<file path="config.mk">
export PLATFORM = sky130hd
export DESIGN_NAME = cache_arbiter
export DESIGN_NICKNAME = d
export VERILOG_FILES = /design/src/rtl/cache_arbiter_pkg.sv /design/src/rtl/cache_arbiter.sv
export SDC_FILE = /design/constraint.sdc
export NUM_CORES = 1
export LEC_CHECK = 0
export CORE_AREA = 8 8 634 636
export DETAILED_ROUTE_END_ITERATION = 12
export DIE_AREA = 0 0 642 644
export GPL_TIMING_DRIVEN = 0
export PLACE_DENSITY = 0.3
export SKIP_CTS_REPAIR_TIMING = 1
export SLEW_MARGIN = 30
export SYNTH_ARGS = -nofsm -noshare
export SYNTH_HDL_FRONTEND = slang
export SYNTH_SLANG_ARGS = --single-unit
</file>
<file path="constraint.sdc">
create_clock -name clk -period 2.9 [get_ports clk]
set_input_delay 0.29 -clock clk [delete_from_list [all_inputs] [get_ports clk]]
set_output_delay 0.29 -clock clk [all_outputs]
set_load 0.005 [all_outputs]
</file>
<file path="src/rtl/cache_arbiter_pkg.sv">
// Shared types for the two-port (I/D) cache-to-memory arbiter.
// Holds the FSM state encoding and the line-request bundle.
package cache_arbiter_pkg;

    localparam int ADDR_W = 32;
    localparam int LINE_W = 256;

    typedef enum logic [1:0] {
        IDLE  = 2'd0,
        GNT_I = 2'd1,
        GNT_D = 2'd2
    } arb_state_e;

    typedef struct packed {
        logic [ADDR_W-1:0] addr;
        logic              read;
        logic              write;
        logic [LINE_W-1:0] wdata;
    } line_req_t;

    function automatic line_req_t make_req(
        input logic [ADDR_W-1:0] addr,
        input logic              read,
        input logic              write,
        input logic [LINE_W-1:0] wdata
    );
        line_req_t r;
        r.addr  = addr;
        r.read  = read;
        r.write = write;
        r.wdata = wdata;
        return r;
    endfunction

endpackage

</file>
<file path="src/rtl/cache_arbiter.sv">
// Round-robin arbiter sharing one line-wide memory port between the I-cache
// and the D-cache; one transaction in flight at a time.
//
// Handshake: a cache holds read or write high until it sees a one-cycle resp;
// memory request (mem_read/mem_write) is held until a one-cycle mem_resp.
module cache_arbiter
    import cache_arbiter_pkg::*;
#(
    parameter bit PRIO_D = 1'b1
) (
    input  logic                 clk,
    input  logic                 rst,

    input  logic [ADDR_W-1:0]    i_addr,
    input  logic                 i_read,
    input  logic                 i_write,
    input  logic [LINE_W-1:0]    i_wdata,
    output logic [LINE_W-1:0]    i_rdata,
    output logic                 i_resp,

    input  logic [ADDR_W-1:0]    d_addr,
    input  logic                 d_read,
    input  logic                 d_write,
    input  logic [LINE_W-1:0]    d_wdata,
    output logic [LINE_W-1:0]    d_rdata,
    output logic                 d_resp,

    output logic [ADDR_W-1:0]    mem_addr,
    output logic                 mem_read,
    output logic                 mem_write,
    output logic [LINE_W-1:0]    mem_wdata,
    input  logic [LINE_W-1:0]    mem_rdata,
    input  logic                 mem_resp,

    output arb_state_e           dbg_state,
    output logic                 dbg_last_gnt
);

    arb_state_e state_q, state_d;
    // 1 = D-port completed the last transaction, 0 = I-port.
    logic       last_gnt_q, last_gnt_d;

    line_req_t  i_req_s, d_req_s, mem_req_s;
    logic       i_req, d_req;
    logic       i_resp_c, d_resp_c;

    assign i_req_s = make_req(i_addr, i_read, i_write, i_wdata);
    assign d_req_s = make_req(d_addr, d_read, d_write, d_wdata);
    assign i_req   = i_read | i_write;
    assign d_req   = d_read | d_write;

    always_ff @(posedge clk) begin
        if (rst) begin
            state_q    <= IDLE;
            last_gnt_q <= !PRIO_D;
        end else begin
            state_q    <= state_d;
            last_gnt_q <= last_gnt_d;
        end
    end

    always_comb begin
        state_d    = state_q;
        last_gnt_d = last_gnt_q;
        mem_req_s  = '0;
        i_resp_c   = 1'b0;
        d_resp_c   = 1'b0;
        unique case (state_q)
            IDLE: begin
                if (i_req && d_req) begin
                    state_d = last_gnt_q ? GNT_I : GNT_D;
                end else if (i_req) begin
                    state_d = GNT_I;
                end else if (d_req) begin
                    state_d = GNT_D;
                end
            end
            GNT_I: begin
                mem_req_s = i_req_s;
                if (mem_resp) begin
                    i_resp_c   = 1'b1;
                    last_gnt_d = 1'b0;
                    state_d    = IDLE;
                end
            end
            GNT_D: begin
                mem_req_s = d_req_s;
                if (mem_resp) begin
                    d_resp_c   = 1'b1;
                    last_gnt_d = 1'b1;
                    state_d    = IDLE;
                end
            end
            default: state_d = IDLE;
        endcase
    end

    // Reset squashes the control outputs in the same cycle, so an abandoned
    // transaction never leaks a request or a response.
    assign mem_addr     = mem_req_s.addr;
    assign mem_wdata    = mem_req_s.wdata;
    assign mem_read     = mem_req_s.read  & ~rst;
    assign mem_write    = mem_req_s.write & ~rst;
    assign i_resp       = i_resp_c & ~rst;
    assign d_resp       = d_resp_c & ~rst;
    assign i_rdata      = mem_rdata;
    assign d_rdata      = mem_rdata;
    assign dbg_state    = state_q;
    assign dbg_last_gnt = last_gnt_q;

`ifndef SYNTHESIS
    a_i_rw_exclusive: assert property (@(posedge clk) disable iff (rst)
        !(i_read && i_write));
    a_d_rw_exclusive: assert property (@(posedge clk) disable iff (rst)
        !(d_read && d_write));
    a_one_resp: assert property (@(posedge clk) !(i_resp && d_resp));
`endif

endmodule
</file>
; After elaboration in Yosys (flattened, before gate mapping)
; Index checks and enable logic that the tools add are counted.
[word_totals]
word_cells = 34
input_bits = 839
register_bits = 3
output_inout_bits = 807
[classes]
eq_ne = 6
mux = 13
bitwise_logic = 7
reduce_logical = 6
[ops]
columns = operator, count
row1 = $pmux 290 s2, 1
row2 = $mux 2, 5
row3 = $mux 1, 5
row4 = $and 1x1->1, 4
row5 = $ne 2x2->1 const B, 2
row6 = $ne 4x4->1 const B, 1
row7 = $pmux 2 s2, 1
row8 = $reduce_and 3->1, 1
row9 = $eq 2x1->1 const B, 1
row10 = $eq 2x2->1 const B, 1
row11 = $logic_not 2->1, 1
row12 = $ne 2x1->1 const B, 1
row13 = $or 1x1->1, 2
row14 = $pmux 1 s2, 1
row15 = $reduce_and 2->1, 1
row16 = $reduce_bool 2->1, 1
row17 = $reduce_or 2->1, 1
row18 = $logic_and 1x1->1, 1
row19 = $not 1->1, 1

; Longest topological paths before layout
; Gate-level depths: netlist of the first run.
[depth]
ltp_word = 5
mapped_depth = 7
depth_no_buf = 5

; Worst setup path before layout of the first run
; OpenSTA, ideal clock, no wires.
[synth_timing]
path_type = register to output
from = reg state_q[0], in the netlist dbg_state[0]
to = out mem_wdata[182]
setup_slack_ns = 1.224
stages_incl_launch_ff = 7
t_arrival_ns = 1.386
n_path_buf = 3
required_time_ns = 2.610
path_cell_list = dfxtp_1 > inv_1 > ha_1 > buf_4 > buf_6 > clkbuf_1 > nor2b_1
[synth_between]
elab_chain_cells = 2
elab_cells_between_ends = 3
cone_classes = eq/ne: 2 / mux: 1
[synth_rtl]
columns = item, line_no
row1 = from (decl), cache_arbiter.sv:39  ; arb_state_e state_q, state_d;
row2 = from (signal assigned), cache_arbiter.sv:57  ; state_q <= state_d;
row3 = $eq 2x2->1 / $eq 2x1->1 (equally long branches), cache_arbiter.sv:68  ; unique case (state_q)
row4 = $pmux 290 s2 *, cache_arbiter.sv:68
row5 = to (decl), cache_arbiter.sv:31  ; output logic [LINE_W-1:0] mem_wdata,
; Every way passes the cells marked *; elsewhere a longest branch is shown, timed or not.

; Worst setup path after layout of the first run
[layout_timing]
from = reg state_q[0], in the netlist dbg_state[0]
to = out mem_wdata[62]
; The elaborated chain is that of the path after synthesis.

==> results of run 1 <==
## final cells by class
class                      instances  share of cell area
timing repair buffer            1401               0.466
sequential                         3             0.00210
buffer                           606               0.154
clock buffer                       4             0.00265
antenna                           63             0.00530
inverter                           3            0.000379
multi-input combinational        601               0.151
tap                             5220               0.220
## critical path, delay by kind of cell, from the launching register on
| kind | cells | cell delay, ns |
|---|---|---|
| AND/OR/NAND/NOR | 1 | 0.13 |
| flip-flops | 1 | 0.39 |
| buffers and inverters | 4 | 1.03 |
| adder cells (fa/ha/maj) | 1 | 0.23 |
| AO/OA/AOI/OAI | 1 | 0.59 |
## path summary, 6_finish.rpt
kind / to / cells after the start
setup / recovery: mem_wdata[62] / 7
hold / removal: dbg_last_gnt / 2
setup reg to reg: dbg_last_gnt / 7
hold reg to reg: dbg_last_gnt / 2
## logic make-up after synthesis
logic type	Yosys count
adders and majority gates	4
AOI/OAI and AO/OA	295
muxes	1
buffers and inverters	611
DFF	3
and+or+nand+nor	301
## routing by layer
metal  part of all wire  GRT usage  up-vias
met5             0.0029          0        -
met4              0.018    0.00358      130
met3               0.15      0.104      540
met2               0.46      0.241     1588
met1               0.37      0.151     7702
li1                   -          -     6547
## power groups by stage
stage                     combinational, mW  clock (mW)  sequential (mW)
after floorplan                        2.18           0           0.0546
after global placement                 6.97           0           0.0571
after detailed placement               6.98           0           0.0566
after CTS                              7.01       0.228           0.0566
after global routing                   7.53       0.234           0.0600
final                                  7.10       0.231           0.0602
## cell usage in the layout, fill, tap and decap left out, drive strengths merged
| master | n |
|---|---|
| nor4bb | 1 |
| nor2 | 4 |
| nor2b | 288 |
| nor4 | 1 |
| nand2 | 3 |
| o221ai | 1 |
| nand2b | 1 |
| and3 | 3 |
| mux2 | 1 |
| buf | 593 |
| inv | 3 |
| diode | 63 |
| dlymetal6s2s | 67 |
| o21ai | 1 |
| a41oi | 1 |
| clkdlybuf4s50 | 1242 |
| a22oi | 291 |
| clkbuf | 109 |
| dfxtp | 3 |
| ha | 4 |
| a21oi | 1 |
## per-stage QoR
step           std cells  hold slack (ns)  utilization  cell area (um2)
2_1_floorplan       1215            0.362            -             8560
3_3_place_gp        7824            0.560       0.0741            29000
3_5_place_dp        7824            0.562       0.0741            29000
4_1_cts             7828            0.574       0.0743            29100
5_1_grt             7852            0.620       0.0757            29600
6_report            7901            0.594       0.0760            29700
## flip-flops by register name (all words and copies together), names as in the netlist
register	flops
dbg_last_gnt	1
dbg_state	2
==> flow_metrics.tcl, run 1 <==
set metrics [dict create \
    synth_edf_count 0 \
    port_buffers 1389 \
    swShare 0.509 \
    dpl.hpwl_mm 299 \
    min_from "dbg_last_gnt" \
    worstPathArrival_ns 2.67 \
    worstMarginPinSlew_ns 0.721 \
    grt_pass1_wl_mm 349 \
    cp-end-kind "output pin" \
    cellPowerDensity_nw_per_um2 248 \
    grt_max_degree 11 \
    fmax_ghz 0.338 \
    pwr-share-clk 0.031 \
    setup_ws_ns -0.0576 \
    place_congestion 0.849 \
    synthArstFlopShare 0 \
    fin_setup_tns_ns -0.164 \
    dieWidth_um 642 \
    fin_nets 3462 \
    p_leak_nw 10.5 \
    min_period_ns 2.96 \
    drt-total-wl_mm 311 \
    cp-start-kind "flop" \
    muxShareOfSynthArea 0.00132 \
    p_int_mw 3.63 \
    cts.sinks 3 \
    setup_viol 3 \
    hold_class "flop to flop" \
    synth-seq-cells 3 \
    clock_path_buffers 2 \
    antenna_found_initial 321 \
    violations "negative setup slack" \
    synthSimpleGateAreaFrac 0.218 \
    rows 230 \
    synthFlopType "dfxtp_1" \
    yosys-top-cells-count "523 x buf_4, 291 x a22oi_1, 288 x nor2b_1" \
    required_ns 2.61 \
    yosysMostFrequentCell "buf_4" \
    die_h_um 644 \
    synth.avg_cell_area_um2 7.04 \
    area_growth_pct 248 \
    ctsHtreeMaxLevel 1 \
    seqCellArea_um2 62.6 \
    synth_top_family_by_area "buffers and inverters" \
    finalPower_mw 7.39 \
    core_um2 391000 \
    seqPwrFrac 0.008 \
    cts_tree "built" \
    outcome "finished, violations left" \
    dieArea_um2 413000 \
    drc_errors 0 \
    ant_nets 0 \
    syn_nets 2058 \
    yosys.area.top_type "buf_4" \
    ioPinCount 1646 \
    slew_headroom 0.518 \
    rsz0062_at_grt "true" \
    cts_root_buffer "clkbuf_16" \
    timing.rr.start "dbg_state[1]" \
    final_layout_size_suffix_gt1_frac 0.293 \
    syn_inst 1215 \
    dr.first_iter.drc_count 1120 \
    grt-ovfl-total 0 \
    initial_core_util 0.0219 \
    path_cells "inv_2 > ha_2 > buf_12 > clkbuf_4 > a22oi_2 > nor2b_1 > clkdlybuf4s50_1" \
    post-place-ws_ns -1.11 \
    wl_per_cell_um 39.3 \
    clock_latency_ns 0.23 \
    numCtsBuffers 3 \
    max_stage_delay_ns 0.59 \
    synth_seq_area_share 0.00702 \
    synth_compound_area_frac 0.259 \
    netlist_area_um2 8560 \
    finalCritPeriodShare 1.02 \
    worstPathMaxFanout 10 \
    critPathLaunch "dbg_state[0]" \
    vdd_drop_max_mv 0.144 \
    synth_xor_area_frac 0 \
    ys_types 20 \
    via_per_inst 2.09 \
    multi_input_area_um2 4480 \
    fin_skew_ns 0.00335 \
    crit_slowest_cell "a22oi_2" \
    clk_pin_slew_ns 0.03 \
    dr.pass1.iters 5 \
    hold_viol 0 \
    p_sw_mw 3.76 \
    power_frac_comb 0.961 \
    critical_path_class "flop to output pin" \
    grt_pass1_vias 16036 \
    vias 16507 \
    synth_area_leaders "buf_4 46%, a22oi_1 26%, nor2b_1 21%, buf_2 3.9%, clkbuf_1 0.75%" \
    fillers 46056 \
    finalMaxSlewViolations 0 \
    synth-adder-area-share 0.00585 \
    yosysTopAreaCellShare 0.459 \
    grt_usage 0.142 \
    maxCapViolCount 0 \
    synth.yosys.warnings 0 \
    rrSetupSlack_ns 1.17 \
]
(Power assumes the default switching activity.)
==> inputs of run 2 (changes only) <==
--- a/config.mk
+++ b/config.mk
@@ -5,6 +5,7 @@
 export SDC_FILE = /design/constraint.sdc
 export NUM_CORES = 1
 export LEC_CHECK = 0
+export CAP_MARGIN = 30
 export CORE_AREA = 8 8 634 636
 export DETAILED_ROUTE_END_ITERATION = 12
 export DIE_AREA = 0 0 642 644
==> results of run 2 <==
Same layout as run 1: the final DEF is identical, and so are final timing and power.
